--- src/rtl/rc4_pkg.sv ---
// Shared RC4 types and constants: S-memory geometry, byte type and the PRGA state encoding.
package rc4_pkg;

  localparam int unsigned S_SIZE = 256;
  localparam int unsigned S_AW   = 8;

  typedef logic [7:0] byte_t;

  // One-hot PRGA sequencer states; any other encoding is treated as illegal.
  typedef enum logic [14:0] {
    StIdle     = 15'h0001,
    StInit     = 15'h0002,
    StIncI     = 15'h0004,
    StReadSi   = 15'h0008,
    StWaitSi   = 15'h0010,
    StCalcJ    = 15'h0020,
    StReadSj   = 15'h0040,
    StWaitSj   = 15'h0080,
    StWriteSi  = 15'h0100,
    StWriteSj  = 15'h0200,
    StReadF    = 15'h0400,
    StWaitF    = 15'h0800,
    StWriteOut = 15'h1000,
    StNextK    = 15'h2000,
    StFinish   = 15'h4000
  } prga_state_e;

endpackage

--- src/rtl/rc4_prga_decrypt.sv ---
// RC4 keystream generator: walks the permuted S memory with the PRGA, swaps entries in place,
// and writes ciphertext XOR keystream for every message byte to the decrypted-message RAM.
module rc4_prga_decrypt
  import rc4_pkg::*;
#(
  parameter int unsigned MSG_LEN = 32,
  parameter int unsigned K_W     = (MSG_LEN > 1) ? $clog2(MSG_LEN) : 1
) (
  input  logic            clk,
  input  logic            rst_n,
  input  logic            start_i,
  input  logic [7:0]      s_q_i,
  output logic [S_AW-1:0] s_addr_o,
  output logic [7:0]      s_data_o,
  output logic            s_wren_o,
  input  logic [7:0]      rom_q_i,
  output logic [K_W-1:0]  rom_addr_o,
  output logic [K_W-1:0]  ram_addr_o,
  output logic [7:0]      ram_data_o,
  output logic            ram_wren_o,
  output logic            done_o
);

  localparam logic [K_W-1:0] LastK = K_W'(MSG_LEN - 1);

  prga_state_e    state_q, state_d;
  byte_t          i_q, i_d;
  byte_t          j_q, j_d;
  byte_t          si_q, si_d;
  byte_t          sj_q, sj_d;
  byte_t          f_q, f_d;
  byte_t          enc_q, enc_d;
  logic [K_W-1:0] k_q, k_d;

  // Message index drives both the ciphertext fetch and the plaintext store.
  assign rom_addr_o = k_q;
  assign ram_addr_o = k_q;

  // Next-state, datapath updates and memory strobes, decoded from the current state.
  always_comb begin
    state_d    = state_q;
    i_d        = i_q;
    j_d        = j_q;
    si_d       = si_q;
    sj_d       = sj_q;
    f_d        = f_q;
    enc_d      = enc_q;
    k_d        = k_q;
    s_addr_o   = '0;
    s_data_o   = '0;
    s_wren_o   = 1'b0;
    ram_data_o = '0;
    ram_wren_o = 1'b0;
    done_o     = 1'b0;

    unique case (state_q)
      StIdle: begin
        if (start_i) state_d = StInit;
      end
      StInit: begin
        i_d     = '0;
        j_d     = '0;
        k_d     = '0;
        state_d = StIncI;
      end
      StIncI: begin
        i_d     = i_q + 8'd1;
        state_d = StReadSi;
      end
      StReadSi: begin
        s_addr_o = i_q;
        state_d  = StWaitSi;
      end
      StWaitSi: begin
        s_addr_o = i_q;
        si_d     = s_q_i;
        state_d  = StCalcJ;
      end
      StCalcJ: begin
        j_d     = j_q + si_q;
        state_d = StReadSj;
      end
      StReadSj: begin
        s_addr_o = j_q;
        state_d  = StWaitSj;
      end
      StWaitSj: begin
        s_addr_o = j_q;
        sj_d     = s_q_i;
        state_d  = StWriteSi;
      end
      // Swap is two single-port writes; when i == j both store the original value.
      StWriteSi: begin
        s_addr_o = i_q;
        s_data_o = sj_q;
        s_wren_o = 1'b1;
        state_d  = StWriteSj;
      end
      StWriteSj: begin
        s_addr_o = j_q;
        s_data_o = si_q;
        s_wren_o = 1'b1;
        state_d  = StReadF;
      end
      // si + sj equals S[i] + S[j] after the swap, so the pre-swap registers suffice.
      StReadF: begin
        s_addr_o = si_q + sj_q;
        state_d  = StWaitF;
      end
      StWaitF: begin
        s_addr_o = si_q + sj_q;
        f_d      = s_q_i;
        enc_d    = rom_q_i;
        state_d  = StWriteOut;
      end
      StWriteOut: begin
        ram_data_o = f_q ^ enc_q;
        ram_wren_o = 1'b1;
        state_d    = StNextK;
      end
      StNextK: begin
        if (k_q == LastK) begin
          state_d = StFinish;
        end else begin
          k_d     = k_q + K_W'(1);
          state_d = StIncI;
        end
      end
      StFinish: begin
        done_o = 1'b1;
      end
      default: begin
        state_d = StIdle;
      end
    endcase

    // Dropping start aborts from any state; memory writes already made stay in place.
    if (!start_i) begin
      state_d = StIdle;
      i_d     = '0;
      j_d     = '0;
      si_d    = '0;
      sj_d    = '0;
      f_d     = '0;
      enc_d   = '0;
      k_d     = '0;
    end
  end

  // State and datapath registers.
  always_ff @(posedge clk or negedge rst_n) begin
    if (!rst_n) begin
      state_q <= StIdle;
      i_q     <= '0;
      j_q     <= '0;
      si_q    <= '0;
      sj_q    <= '0;
      f_q     <= '0;
      enc_q   <= '0;
      k_q     <= '0;
    end else begin
      state_q <= state_d;
      i_q     <= i_d;
      j_q     <= j_d;
      si_q    <= si_d;
      sj_q    <= sj_d;
      f_q     <= f_d;
      enc_q   <= enc_d;
      k_q     <= k_d;
    end
  end

endmodule

--- config.mk ---
export PLATFORM = sky130hd
export DESIGN_NAME = rc4_prga_decrypt
export DESIGN_NICKNAME = d
export VERILOG_FILES = /design/src/rtl/rc4_pkg.sv /design/src/rtl/rc4_prga_decrypt.sv
export SDC_FILE = /design/constraint.sdc
export NUM_CORES = 1
export LEC_CHECK = 0
export BUFFER_PORTS_ARGS = -buffer_cell sky130_fd_sc_hd__buf_4
export CORE_MARGIN = 2
export CORE_UTILIZATION = 58
export DETAILED_ROUTE_END_ITERATION = 8
export PLACE_DENSITY = 0.8
export SLEW_MARGIN = 30
export SYNTH_ARGS = -nofsm -noshare
export SYNTH_HDL_FRONTEND = slang
export SYNTH_SLANG_ARGS = --single-unit
--- constraint.sdc ---
create_clock -name clk -period 2.8 [get_ports clk]
set_clock_uncertainty 0.1 [all_clocks]
set_input_delay 0.14 -clock clk [delete_from_list [all_inputs] [get_ports clk]]
set_output_delay 0.14 -clock clk [all_outputs]
set_load 0.01 [all_outputs]
==> flow_summary_export.csv <==
group,metric,value,unit
outcome,status,"complete, no violations",
finish,layout-drive-gt1-share,0.217,
floorplanning,die_area,8000,um2
timing,fin_crit,2720,ps
placement,dp_hpwl,7.24,mm
cts,h-tree-depth,3,
cts,post-cts-setup-buffer-count,0,
cts,cts_buffer_depth,2,
detailed_routing,drt_wl_total,10.4,mm
logic_synthesis,yosysSeqAreaShare,0.402,
worst_setup_path,critPathArrivalTime,2480,ps
detailed_routing,vias_per_cell,5.94,
logic_synthesis,synth_edf_count,0,
logic_synthesis,synth.cell_area,4230,um2
floorplanning,ioPinCount,56,
detailed_routing,wl_per_cell,17.1,um
floorplanning,die_height,89.4,um
logic_synthesis,synthTopCellsByCount,"dfrtp_1 (67), nor2_1 (50), nand2_1 (31), mux2i_1 (28)",
detailed_routing,dr.first_iter.drc_count,186,
cts,ctsRootBufferMaster,"clkbuf_8",
logic_synthesis,yosysMostFrequentCell,"dfrtp_1",
placement,pre_cts_slack,349,ps
logic_synthesis,yosys_warnings,0,
grt,grt_pass1_wl,16.5,mm
floorplanning,rows,31,
floorplanning,core-area,7180,um2
floorplanning,die_x,89.4,um
power_and_ir_drop,internal-power,0.00148,W
finish,nets,545,
timing,relSlewSlack,0.502,
placement,placed_cells,576,
floorplanning,start_util,0.590,
timing,grt_setup_unrepaired,"true",
power_and_ir_drop,p_sw_frac,0.308,
logic_synthesis,synthArstFlopShare,1.00,
timing,timing.final.crit_share,0.972,
cts,cts.sinks,68,
power_and_ir_drop,power.density,414,nW/um2
power_and_ir_drop,p_seq_frac,0.476,
min_path,min_path_type,"in -> async",
power_and_ir_drop,switchingPower,0.000660,W
finish,synthToLayoutAreaGrowth,22.1,%
power_and_ir_drop,power_frac_comb,0.167,
worst_setup_path,worst-setup-path-type,"reg -> out",
detailed_routing,route.detailed.drc,0,
detailed_routing,dr.pass1.iters,5,
grt,grt_antenna_before_repair,0,
grt,grt-ovfl-total,0,
logic_synthesis,synth_fp_nets,469,
logic_synthesis,ys_ff_latch,68,
logic_synthesis,synth.distinct_cells,62,
timing,slew_violations,0,
cts,insertion_delay,360,ps
logic_synthesis,synth_area_leaders,"dfrtp_1 (40%), mux2i_1 (6.6%), ha_1 (5.0%), nor2_1 (4.4%), a22o_1 (3.9%)",
timing,finalSetupViolCount,0,
worst_setup_path,crit_required,2560,ps
grt,grt.total_usage,0.271,
finish,layoutNonFillerInstCount,611,
run,cap_violations,0,
detailed_routing,dr_total_vias,3632,
power_and_ir_drop,power,0.00214,W
finish,diodes,0,
worst_setup_path,start_kind,"flop",
cts,cts.reportedPaths.clkPinSlew,90,ps
timing,setup_ws,77.2,ps
timing,hold_violations,0,
grt,grt_max_degree,69,
timing,worstMarginPinSlew,740,ps
power_and_ir_drop,max-vdd-ir-drop,0.273,mV
cts,cts_buffers,9,
power_and_ir_drop,p_leak,2.33,nW
cts,cts_tree,"done",
logic_synthesis,synthCells,431,
detailed_routing,antenna_left,0,
worst_setup_path,cp-end-kind,"output port",
power_and_ir_drop,clockPowerShare,0.357,
placement,numPortBuffers,55,
grt,grt_pass1_vias,3435,
timing,whs,78.3,ps
logic_synthesis,synth_top_area_frac,0.396,
logic_synthesis,avgSynthCellArea,9.82,um2
logic_synthesis,yosys.area.top_type,"dfrtp_1",
placement,gp_congestion,0.902,
logic_synthesis,ys.flop_type,"dfrtp_1",
worst_setup_path,path_max_fanout,9,
timing,max_freq,0.367,GHz
-- cell type report --
| class | instances | area [um2] |
|---|---|---|
| Tap cell | 99 | 124 |
| Multi-Input combinational cell | 323 | 2360 |
| Sequential cell | 68 | 1700 |
| Fill cell | 529 | 2010 |
| Clock buffer | 9 | 124 |
| Clock inverter | 7 | 57.6 |
| Timing Repair Buffer | 89 | 733 |
| Inverter | 16 | 60.1 |
-- worst max-delay path, cell delays in order, from the launching register on --
cell and delay, ps:
dfrtp_1 460, nor4_2 300, buf_4 180, nand4_1 170
o32ai_2 570, and2_1 220, a221o_1 120, buf_4 120
-- worst paths after layout --
kind	endpoint	cells past startpoint	start	slack, ps
max	s_addr_o[0]	7	state_q[3]$_DFFE_PN0P_	80
min	ram_addr_o[2]$_DFFE_PN0P_	2	rst_n	80
max reg2reg	state_q[12]$_DFFE_PN0P_	6	state_q[3]$_DFFE_PN0P_	440
min reg2reg	i_q[7]$_DFFE_PN0P_	1	i_q[7]$_DFFE_PN0P_	420
max in group asynchronous	state_q[0]$_DFFE_PN1P_	3	rst_n	1940
min in group clk	i_q[7]$_DFFE_PN0P_	1	i_q[7]$_DFFE_PN0P_	420
-- registers in the layout, summed over array words and instances, names as in the netlist --
name / cells
si_q: 8
sj_q: 8
enc_q: 8
i_q: 8
state_q: 15
j_q: 8
ram_addr_o: 5
f_q: 8
-- repair_timing --
item | 4_1_cts | 5_1_grt
endpoints found under the hold margin | 101 | 0
setup endpoints to repair | 6 | 17
hold buffers | 18 | 0
resized for setup | 2 | 2
-- per-layer routing --
metal  vias to the layer above  GRT usage  wire length [um]
li1                       1712          -                 -
met1                      1773      0.362              4630
met2                       121      0.436              5110
met3                        26     0.0397               437
met4                         0      0.122               257
met5                         -          0                 0
-- kinds of logic after synthesis --
logic type,share of synthesized area
AO/OA/AOI/OAI,0.147
XOR/XNOR,0.0517
adder cells (fa/ha/maj),0.0597
buffers and inverters,0.0420
flip-flops,0.402
multiplexers,0.0716
AND/OR/NAND/NOR,0.226
-- layout by cell type (no fill, tap or decap), types with 3 or more instances in the layout --
master	synthesis	final
nand2_1	31	31
o211ai_1	5	5
xor2_1	6	6
or3_1	4	4
a221o_1	7	7
nand2b_1	3	3
nor4_4	4	4
a22o_1	19	19
dlygate4sd3_1	0	18
a31oi_1	4	4
nor3_1	13	13
clkinvlp_4	0	3
dfrtp_1	67	66
inv_1	15	15
a21oi_1	16	16
and2_1	9	9
and3_1	4	4
nand4b_1	3	3
mux2i_1	28	28
clkbuf_8	0	9
o2111ai_1	4	4
o21ai_0	7	7
nand3_1	15	15
buf_4	6	70
inv_6	0	3
a211oi_1	3	3
ha_1	17	17
xnor2_1	19	19
a21o_1	3	3
nor2b_1	4	4
nor2_1	50	50
nand4_1	3	3
-- power groups by stage --
| stage | Clock, W | Combinational (W) | Sequential, W |
|---|---|---|---|
| floorplan | 0 | 0.000223 | 0.00103 |
| global placement | 0 | 0.000322 | 0.00104 |
| detailed placement | 0 | 0.000329 | 0.00104 |
| CTS | 0.000774 | 0.000350 | 0.00102 |
| global route | 0.000812 | 0.000388 | 0.00102 |
| finish | 0.000764 | 0.000357 | 0.00102 |
-- through the flow --
step	TNS [ps]	util	area, um2
global placement	0	0.665	4770
detailed placement	0	0.665	4770
CTS	0	0.716	5140
global route	-292	0.720	5170
finish	0	0.720	5170
floorplan	0	-	4230
No activity file was read; power rests on OpenSTA's default activity.
